### config.mk
export PLATFORM = sky130hd
export DESIGN_NAME = blockmem2p_reader
export DESIGN_NICKNAME = d
export VERILOG_FILES = /design/src/rtl/blockmem2p_pkg.sv /design/src/rtl/blockmem2p_rd_skid.sv /design/src/rtl/blockmem2p_reader.sv
export SDC_FILE = /design/constraint.sdc
export NUM_CORES = 1
export LEC_CHECK = 0
export ABC_AREA = 1
export BUFFER_PORTS_ARGS = -buffer_cell sky130_fd_sc_hd__buf_4
export CAP_MARGIN = 20
export CORE_ASPECT_RATIO = 1.5
export CORE_MARGIN = 2
export CORE_UTILIZATION = 55
export DETAILED_ROUTE_END_ITERATION = 8
export PLACE_DENSITY = 0.88
export SKIP_CTS_REPAIR_TIMING = 1
export SYNTH_ARGS = -nofsm -noshare
export SYNTH_HDL_FRONTEND = slang
export SYNTH_SLANG_ARGS = --single-unit
### constraint.sdc
create_clock -name clkb -period 2.3 [get_ports clkb]
set_input_delay 0.345 -clock clkb [delete_from_list [all_inputs] [get_ports clkb]]
set_output_delay 0.345 -clock clkb [all_outputs]
set_load 0.01 [all_outputs]
### src/rtl/blockmem2p_pkg.sv
// Shared types for the dual-port block RAM helpers.
// Read-engine state encoding and the RAM address-width helper.
package blockmem2p_pkg;

    typedef enum logic [1:0] {
        IDLE,
        READ,
        DRAIN,
        DONE
    } rd_state_e;

    // A one-word RAM still needs a one-bit address.
    function automatic int addr_width(input int depth);
        return (depth > 1) ? $clog2(depth) : 1;
    endfunction

endpackage

### src/rtl/blockmem2p_rd_skid.sv
// Two-entry FIFO holding read data (plus its last flag) in front of
// the output stream; the head entry drives the stream outputs.
module blockmem2p_rd_skid
    import blockmem2p_pkg::*;
#(
    parameter int W = 32
) (
    input  logic         clk_i,
    input  logic         rst_n_i,
    input  logic         push_i,
    input  logic [W-1:0] data_i,
    input  logic         last_i,
    input  logic         ready_i,
    output logic         valid_o,
    output logic [W-1:0] data_o,
    output logic         last_o,
    output logic [1:0]   occ_o
);

    logic [W-1:0] data_q [2];
    logic [1:0]   last_q;
    logic         wr_q;
    logic         rd_q;
    logic [1:0]   occ_q;
    logic         pop;

    assign valid_o = (occ_q != 2'd0);
    assign pop     = valid_o & ready_i;
    assign occ_o   = occ_q;
    assign data_o  = valid_o ? data_q[rd_q] : '0;
    assign last_o  = valid_o & last_q[rd_q];

    always_ff @(posedge clk_i or negedge rst_n_i) begin
        if (!rst_n_i) begin
            data_q[0] <= '0;
            data_q[1] <= '0;
            last_q    <= '0;
            wr_q      <= 1'b0;
            rd_q      <= 1'b0;
            occ_q     <= 2'd0;
        end else begin
            if (push_i) begin
                data_q[wr_q] <= data_i;
                last_q[wr_q] <= last_i;
                wr_q         <= ~wr_q;
            end
            if (pop) begin
                rd_q <= ~rd_q;
            end
            occ_q <= occ_q + {1'b0, push_i} - {1'b0, pop};
        end
    end

endmodule

### src/rtl/blockmem2p_reader.sv
// Command-driven burst reader on the RAM B port: issues enb/addrb and
// turns the registered read data into a valid/ready stream with last.
module blockmem2p_reader
    import blockmem2p_pkg::*;
#(
    parameter  int G_MEMWIDTH  = 32,
    parameter  int G_MEMDEPTH  = 1024,
    localparam int G_ADDRWIDTH = addr_width(G_MEMDEPTH),
    localparam int G_LENWIDTH  = G_ADDRWIDTH + 1
) (
    input  logic                   clkb,
    input  logic                   rstn,
    input  logic                   cmd_valid,
    output logic                   cmd_ready,
    input  logic [G_ADDRWIDTH-1:0] cmd_addr,
    input  logic [G_LENWIDTH-1:0]  cmd_len,
    output logic                   enb,
    output logic [G_ADDRWIDTH-1:0] addrb,
    input  logic [G_MEMWIDTH-1:0]  doutb,
    output logic                   m_valid,
    input  logic                   m_ready,
    output logic [G_MEMWIDTH-1:0]  m_data,
    output logic                   m_last,
    output logic                   busy,
    output logic                   done
);

    localparam logic [G_ADDRWIDTH-1:0] LAST_ADDR = G_ADDRWIDTH'(G_MEMDEPTH - 1);
    localparam logic [G_LENWIDTH-1:0]  ONE       = G_LENWIDTH'(1);

    rd_state_e              state_q, state_d;
    logic [G_ADDRWIDTH-1:0] addr_q, addr_d;
    logic [G_LENWIDTH-1:0]  rem_q, rem_d;
    logic [G_LENWIDTH-1:0]  words_q, words_d;
    logic                   rd_pend_q;
    logic                   last_pend_q;
    logic [1:0]             occ;
    logic                   pop;
    logic                   credit_ok;

    assign pop   = m_valid & m_ready;
    assign addrb = addr_q;

    // Words already held plus the one in flight must leave room for the next.
    assign credit_ok = ({1'b0, occ} + {2'b0, rd_pend_q}) < (3'd2 + {2'b0, pop});

    always_comb begin
        state_d   = state_q;
        addr_d    = addr_q;
        rem_d     = rem_q;
        words_d   = words_q;
        enb       = 1'b0;
        cmd_ready = 1'b0;
        busy      = 1'b0;
        done      = 1'b0;
        if (pop) begin
            words_d = words_q - ONE;
        end
        unique case (state_q)
            IDLE: begin
                cmd_ready = rstn;
                if (cmd_valid) begin
                    addr_d  = cmd_addr;
                    rem_d   = cmd_len;
                    words_d = cmd_len;
                    state_d = (cmd_len != '0) ? READ : DONE;
                end
            end
            READ: begin
                busy = 1'b1;
                enb  = credit_ok && (rem_q != '0);
                if (enb) begin
                    addr_d = (addr_q == LAST_ADDR) ? '0 : addr_q + 1'b1;
                    rem_d  = rem_q - ONE;
                    if (rem_q == ONE) begin
                        state_d = DRAIN;
                    end
                end
            end
            DRAIN: begin
                busy = 1'b1;
                if (pop && (words_q == ONE)) begin
                    state_d = DONE;
                end
            end
            DONE: begin
                done    = 1'b1;
                state_d = IDLE;
            end
            default: state_d = IDLE;
        endcase
    end

    always_ff @(posedge clkb or negedge rstn) begin
        if (!rstn) begin
            state_q     <= IDLE;
            addr_q      <= '0;
            rem_q       <= '0;
            words_q     <= '0;
            rd_pend_q   <= 1'b0;
            last_pend_q <= 1'b0;
        end else begin
            state_q     <= state_d;
            addr_q      <= addr_d;
            rem_q       <= rem_d;
            words_q     <= words_d;
            rd_pend_q   <= enb;
            last_pend_q <= enb && (rem_q == ONE);
        end
    end

    blockmem2p_rd_skid #(
        .W (G_MEMWIDTH)
    ) u_skid (
        .clk_i   (clkb),
        .rst_n_i (rstn),
        .push_i  (rd_pend_q),
        .data_i  (doutb),
        .last_i  (last_pend_q),
        .ready_i (m_ready),
        .valid_o (m_valid),
        .data_o  (m_data),
        .last_o  (m_last),
        .occ_o   (occ)
    );

endmodule

==> results.tsv, run 1 <==
metric	value	unit
cts-root-buf	clkbuf_16	
place_area	6700	um2
start_util	0.566	
drt-wirelength-per-cell	13.5	um
worstPathRequired	1.96	ns
die_w	87.6	um
num_io_pins	105	
p_leak	3.72	nW
syn-num-nets	859	
io_buffers	104	
crit_type	register to primary output	
design_area	7000	um2
hold_viol	0	
grt_max_degree	107	
crit_path_start	rd_pend_q	
area_growth	21.5	%
hold_class	input port to async pin	
cp-end-kind	primary output	
timing.setup.tns	0	ns
final_cell_count_no_fill	1026	
min_period_over_period	0.945	
ys_types	32	
rows	45	
grt-ovfl-total	0	
n_antenna_cell	0	
final_max_slew_viol_count	0	
dieArea	11300	um2
first_pass_iters	7	
wirelength	13800	um
avgSynthCellArea	7.32	um2
dp_cells	1010	
yosysWarnings	0	
critPathArrivalTime	1.83	ns
grt_pass1_wl	23000	um
power_density	1480	nW/um2
crit_path_start_kind	register	
finalSetupViolCount	0	
cts_tree	done	
ys_seq_elements	106	
pre_cts_slack	0.462	ns
place.gp.congestion	0.878	
track_usage	0.254	
fp.coreArea	10200	um2
power	0.0103	W
dieHeight	129	um
routed_via_density	5.22	
postRouteAntennaNets	0	
tightest_slew	0.569	ns
clk_latency	0.35	ns
path_clk_slew	0.07	ns
numCtsBuffers	9	
fmaxAchievable	460	MHz
h-tree-depth	3	
vias	5355	
drc	0	
max_slew_margin	0.621	
rsz0062_at_grt	no	
nNetsFinal	952	
cts_num_sinks	106	
synthCells	787	
antenna_found_initial	0	
outcome	finished, final reports clean	
r2r-start	state_q[0]	
maxCapViolations	0	
clockBufferDepth	2	
final_common_cell	nand2_1	
peakVddDrop	1130	uV
final_cell_mix	nand2_1, buf_4, dfrtp_1	
worst_slack	0.127	ns
syn_area	5760	um2
drive_above_1_share	0.166	
crit_fanout	4	
finalCriticalPeriod	2.17	ns
skew	0.00748	ns
drtIter0Drc	262	
first_global_vias	5096	
dp_hpwl	9440	um
ys_seq_area_frac	0.460	
layer usage:
layer | vias to the layer above | share of wire | track usage
li1 | 2658 | - | -
met1 | 2491 | 0.41 | 0.319
met2 | 173 | 0.51 | 0.424
met3 | 33 | 0.050 | 0.0471
met4 | 0 | 0.028 | 0.115
met5 | - | 0 | 0
worst max-delay path, cell delays in order, from the launching register on:
cell	delay, ns
dfrtp_1	0.42
ha_1	0.21
ha_1	0.26
nand2_1	0.11
nand3_4	0.12
nor2_1	0.19
buf_4	0.16
state kept, by name, summed over array words and instances, names as in the netlist:
register,flops
rd_pend_q,1
rem_q,11
u_skid.data_q,64
words_q,11
u_skid.rd_q,1
u_skid.last_q,2
u_skid.wr_q,1
last_pend_q,1
addrb,10
u_skid.occ_o,2
state_q,2
cells in the mapped netlist, drive strengths merged:
| cell | count | share of area |
|---|---|---|
| nand4 | 13 | 0.014 |
| nor4 | 1 | 0.0011 |
| o21ai | 78 | 0.068 |
| o21bai | 2 | 0.0026 |
| a21oi | 39 | 0.036 |
| xnor2 | 7 | 0.011 |
| ha | 15 | 0.033 |
| nand2 | 302 | 0.20 |
| nor3 | 5 | 0.0043 |
| inv | 86 | 0.056 |
| xor2 | 6 | 0.0091 |
| or2 | 3 | 0.0033 |
| nand3 | 36 | 0.036 |
| o22ai | 1 | 0.0011 |
| o211ai | 1 | 0.0013 |
| clkinv | 3 | 0.0020 |
| nand3b | 2 | 0.0026 |
| a31oi | 2 | 0.0022 |
| clkbuf | 25 | 0.016 |
| buf | 10 | 0.011 |
| nor2 | 44 | 0.031 |
| dfrtp | 106 | 0.46 |
where the power goes:
group | switching, W | internal, W | leakage, nW
combinational | 0.00314 | 0.00217 | 2.27
sequential | 0.000687 | 0.00278 | 1.30
clock | 0.000703 | 0.000854 | 0.148
total | 0.00453 | 0.00580 | 3.72
worst paths after layout:
path / endpoint / depth (start not counted) / slack, ns
max: enb / 6 / 0.13
min: u_skid.data_q[39] / 2 / 0.12
max reg2reg: addrb[1] / 8 / 0.41
min reg2reg: u_skid.last_q[0] / 2 / 0.49
max in group asynchronous: rem_q[10] / 2 / 1.75
min in group clkb: words_q[3] / 3 / 0.25
metrics by stage:
step	util	hold slack (ns)
finish	0.687	0.120
global route	0.687	0.163
CTS	0.687	0.155
detailed placement	0.657	0.473
global placement	0.657	0.466
floorplan	-	0.0494
logic make-up after synthesis:
logic type	count (synthesis)	share of synthesized area
buffers and inverters	124	0.0855
adder cells (fa/ha/maj)	15	0.0326
AO/OA/AOI/OAI	123	0.111
XOR/XNOR	13	0.0198
flip-flops	106	0.460
AND/OR/NAND/NOR	406	0.291
final cells by class:
| cell class | instances | area (um2) |
|---|---|---|
| flip-flops and latches | 106 | 2650 |
| clock buffers | 9 | 225 |
| inverters | 89 | 334 |
| well taps | 141 | 176 |
| fillers | 835 | 3190 |
| repair buffers | 117 | 916 |
| multi-input cells | 557 | 2620 |
| clock inverters | 7 | 76.3 |
No activity file was read; power rests on OpenSTA's default activity.
==> inputs of run 2 (changes only) <==
--- a/config.mk
+++ b/config.mk
@@ -6,13 +6,14 @@
 export NUM_CORES = 1
 export LEC_CHECK = 0
 export ABC_AREA = 1
-export BUFFER_PORTS_ARGS = -buffer_cell sky130_fd_sc_hd__buf_4
 export CAP_MARGIN = 20
 export CORE_ASPECT_RATIO = 1.5
 export CORE_MARGIN = 2
 export CORE_UTILIZATION = 55
+export CTS_CLUSTER_SIZE = 25
 export DETAILED_ROUTE_END_ITERATION = 8
-export PLACE_DENSITY = 0.88
+export DONT_BUFFER_PORTS = 1
+export PLACE_DENSITY = 0.8
 export SKIP_CTS_REPAIR_TIMING = 1
 export SYNTH_ARGS = -nofsm -noshare
 export SYNTH_HDL_FRONTEND = slang
==> run 2 against run 1 <==
The run now ends with negative hold slack left; design area fell by 12%; sequential share of layout area up 5.0 points; largest power group unchanged; critical path type unchanged; count of clock-buffer cells in the layout increased by 2; register-to-register slack about the same; flip-flop and latch count did not move; cell count decreased by 10%; combinational power is 18% lower; clock power barely moved; critical path depth is the same; die area did not move; hold slack lost 0.42 ns.
==> results.tsv, run 2 (synthesis results as in run 1) <==
metric	value	unit
h-tree-depth	3	
vias	4868	
worstPathRequired	1.96	ns
crit_path_start_kind	register	
path_delay_family	adder cells	
crit_path_start	rd_pend_q	
fmaxAchievable	463	MHz
cp-end-kind	primary output	
clk_latency	0.34	ns
grt-ovfl-total	0	
dieArea	11300	um2
timing.hold.ws	-0.303	ns
antenna_found_initial	0	
dieHeight	129	um
numCtsBuffers	9	
drtIter0Drc	254	
r2r-start	state_q[1]	
crit_type	register to primary output	
crit_path_frequent_cell	ha_1	
place.gp.congestion	0.883	
p_leak	3.19	nW
final_cell_mix	nand2_1, dfrtp_1, inv_1	
finalSetupViolCount	0	
area_growth	7.29	%
n_antenna_cell	0	
max_slew_margin	0.607	
peakVddDrop	1050	uV
cts-root-buf	clkbuf_16	
r2r_slack	0.40	ns
violations	negative hold slack	
final_max_slew_viol_count	0	
grt_max_degree	108	
crit_slowest_cell	dfrtp_1	
critPathCapture	enb	
drc	0	
clockBufferDepth	2	
critPathBufInv	1	
worst_r2r_endpoint	rem_q[5]	
grt_pass1_wl	21500	um
num_io_pins	105	
regMostFlops	u_skid.data_q	
fillerInstances	939	
outcome	complete, but fails checks	
cp.depth	6	
reg_top3	u_skid.data_q: 64 flops, rem_q: 11 flops, words_q: 11 flops	
largest_register_ffs	64	
crit_fanout	4	
first_pass_iters	6	
tightest_slew	0.590	ns
drive_above_1_share	0.0514	
postRouteAntennaNets	0	
cp_cell_sequence	ha_1 > ha_1 > nand2_1 > nand3_4 > nor2_1 > buf_4	
max_stage_delay	0.43	ns
critPathArrivalTime	1.81	ns
start_util	0.566	
maxCapViolations	0	
hold_viol	106	
dp_hpwl	8880	um
timing.setup.tns	0	ns
nNetsFinal	845	
fp.coreArea	10200	um2
worstRegToRegCells	7	
power_density	1530	nW/um2
wirelength	13200	um
drt-wirelength-per-cell	14.3	um
hold_class	input port to async pin	
track_usage	0.236	
routed_via_density	5.30	
io_buffers	0	
finalCriticalPeriod	2.16	ns
skew	0.00880	ns
path_clk_slew	0.07	ns
die_w	87.6	um
min_period_over_period	0.938	
final_common_cell	nand2_1	
cts_num_sinks	106	
cts_tree	done	
rows	45	
first_global_vias	4634	
rsz0062_at_grt	no	
==> run 2: worst min path at each step <==
stage,start,endpoint,cells past startpoint
after floorplan,rstn,addrb[0],0
after global placement,rstn,u_skid.data_q[10],0
after detailed placement,rstn,u_skid.data_q[44],0
after CTS,rstn,u_skid.data_q[44],0
after global routing,rstn,u_skid.data_q[44],0
final,rstn,u_skid.data_q[13],0
==> run 2: final cells by class <==
class	count	area, um2	area share
clock buffer	11	253	0.0409
clock inverter	5	60.1	0.00971
inverter	89	334	0.0540
multi-input combinational	557	2620	0.424
sequential	106	2650	0.429
tap	141	176	0.0285
timing repair buffer	10	87.6	0.0142
==> run 2: power breakdown <==
| group | switching [W] | internal [W] |
|---|---|---|
| Clock | 0.000681 | 0.000908 |
| Sequential | 0.000731 | 0.00278 |
| Combinational | 0.00289 | 0.00146 |
| Total | 0.00430 | 0.00514 |
==> run 2: worst register-to-register path, delay by kind of cell, from the launching register on <==
| family | cells | cell delay [ns] |
|---|---|---|
| and+or+nand+nor | 4 | 0.99 |
| buffers and inverters | 2 | 0.20 |
| DFF | 1 | 0.42 |
| adders and majority gates | 1 | 0.18 |
==> run 2: layer usage <==
layer | vias to the layer above | share of wire | track usage | routed length, um
met5 | - | 0 | 0 | 0
met4 | 0 | 0.017 | 0.0842 | 227
met3 | 19 | 0.060 | 0.0478 | 785
met2 | 161 | 0.51 | 0.421 | 6750
met1 | 2249 | 0.41 | 0.279 | 5410
li1 | 2439 | - | - | -
==> run 2: metrics by stage <==
| step | std cells | area (um2) | power, W | util | setup WS, ns |
|---|---|---|---|---|---|
| 3_3_place_gp | 903 | 5870 | 0.00763 | 0.576 | 0.490 |
| 2_1_floorplan | 787 | 5760 | 0.00689 | - | 0.570 |
| 6_report | 919 | 6180 | 0.00944 | 0.607 | 0.142 |
| 4_1_cts | 919 | 6180 | 0.00948 | 0.607 | 0.127 |
| 5_1_grt | 919 | 6180 | 0.0103 | 0.607 | 0.0688 |
| 3_5_place_dp | 903 | 5870 | 0.00786 | 0.576 | 0.431 |
==> inputs of run 3 (changes only) <==
==> constraint.sdc (replaced) <==
create_clock -name clkb -period 2.74 [get_ports clkb]
set_input_delay 0.411 -clock clkb [delete_from_list [all_inputs] [get_ports clkb]]
set_output_delay 0.411 -clock clkb [all_outputs]
set_load 0.01 [all_outputs]
==> run 3 against run 2 <==
The flow still finishes with violations (negative hold slack); non-clock buffer count down 2; total power down 18%; global-route usage down 0.42 points; hold slack better by 0.057 ns; sequential share of layout area up 0.35 points; utilization down 0.49 points; clock skew down 0.0027 ns; wire length down 2.7%; cell count down 0.33%; via count up 1.2%.
==> results.tsv, run 3 (synthesis results as in run 1) <==
metric	value	unit
outcome	complete, but fails checks	
violations	negative hold slack	
clockBufferDepth	2	
drtIter0Drc	260	
largest_register_ffs	64	
min_period_over_period	0.841	
die_w	87.6	um
finalSetupViolCount	0	
timing.hold.ws	-0.245	ns
worstPathRequired	2.33	ns
h-tree-depth	3	
peakVddDrop	960	uV
place.gp.congestion	0.923	
wirelength	12800	um
crit_path_start	u_skid.rd_q	
p_leak	3.15	nW
final_cell_count_no_fill	916	
design_area	6130	um2
path_clk_slew	0.07	ns
routed_via_density	5.38	
r2r_slack	0.85	ns
r2r-start	state_q[0]	
grt_pass1_wl	21100	um
final_common_cell	nand2_1	
grt_max_degree	108	
worstRegToRegCells	7	
start_util	0.566	
crit_type	register to primary output	
skew	0.00608	ns
final_max_slew_viol_count	0	
dieHeight	129	um
fmaxAchievable	434	MHz
hold_viol	106	
first_global_vias	4726	
area_growth	6.43	%
dieArea	11300	um2
max_slew_margin	0.342	
drt-wirelength-per-cell	14.0	um
drive_above_1_share	0.0477	
maxCapViolations	0	
worst_r2r_endpoint	addrb[4]	
vias	4927	
power	0.00774	W
dp_hpwl	8920	um
fillerInstances	890	
final_core_util	0.602	
nNetsFinal	843	
grt-ovfl-total	0	
cts-root-buf	clkbuf_16	
io_buffers	0	
postRouteAntennaNets	0	
track_usage	0.232	
cts_tree	done	
crit_path_start_kind	register	
cp-end-kind	primary output	
numCtsBuffers	9	
finalCriticalPeriod	2.30	ns
rsz0062_at_grt	no	
regMostFlops	u_skid.data_q	
fp.coreArea	10200	um2
rows	45	
timing.setup.tns	0	ns
final_cell_mix	nand2_1, dfrtp_1, inv_1	
critPathCapture	m_data[16]	
tightest_slew	0.981	ns
crit_fanout	34	
clk_latency	0.34	ns
first_pass_iters	5	
cts_num_sinks	106	
antenna_found_initial	0	
place_area	5840	um2
power_density	1260	nW/um2
drc	0	
n_antenna_cell	0	
reg_top3	u_skid.data_q: 64 flops, rem_q: 11 flops, words_q: 11 flops	
num_io_pins	105	
hold_class	input port to async pin	
critPathArrivalTime	1.89	ns
dp_cells	900	
==> run 3: cell types whose count changed in the layout (fill, tap and decap cells not counted), sizes merged <==
cell      before  now
clkinvlp       1    4
buf           10    8
clkbuf        11    9
clkinv         5    3
bufinv         1    0
inv           87   88
==> run 3: final cells by class <==
class	instances	area, um2	share of cell area
Clock buffer	9	225	0.0367
Clock inverter	6	52.6	0.00857
Inverter	89	334	0.0545
Multi-Input combinational cell	557	2620	0.427
Sequential cell	106	2650	0.432
Tap cell	141	176	0.0288
Timing Repair Buffer	8	72.6	0.0118
==> run 3: report_power, final <==
group	leakage (nW)	internal (W)	switching, W	total [W]
logic	1.73	0.00119	0.00238	0.00357
registers	1.30	0.00233	0.000621	0.00295
clock network	0.124	0.000624	0.000594	0.00122
==> run 3: how the worst min path moves through the flow <==
stage | from | end | slack [ns] | cells past startpoint
3_5_place_dp | rstn | u_skid.data_q[9] | 0.12 | 0
5_1_grt | rstn | u_skid.data_q[41] | -0.27 | 0
2_1_floorplan | rstn | addrb[0] | 0.12 | 0
6_report | rstn | u_skid.data_q[41] | -0.25 | 0
4_1_cts | rstn | u_skid.data_q[9] | -0.26 | 0
3_3_place_gp | rstn | u_skid.data_q[9] | 0.12 | 0
==> run 3: metrics by stage <==
step,hold slack (ns),setup WS [ns]
6_report,-0.245,0.435
5_1_grt,-0.266,0.256
2_1_floorplan,0.115,0.944
4_1_cts,-0.259,0.415
3_3_place_gp,0.118,0.905
3_5_place_dp,0.118,0.790
==> run 3: layer usage <==
metal  track usage  vias up  wire length, um
met5             0        -                0
met3        0.0452       17              723
met4        0.0986        0              256
met1         0.284     2321             5410
met2         0.396      161             6430
li1              -     2428                -
==> run 3: worst max-delay path, cell delays in order, from the launching register on <==
cell and delay (ns):
dfrtp_1 0.35, clkinv_1 0.75, nand2_1 0.28, a21oi_1 0.14
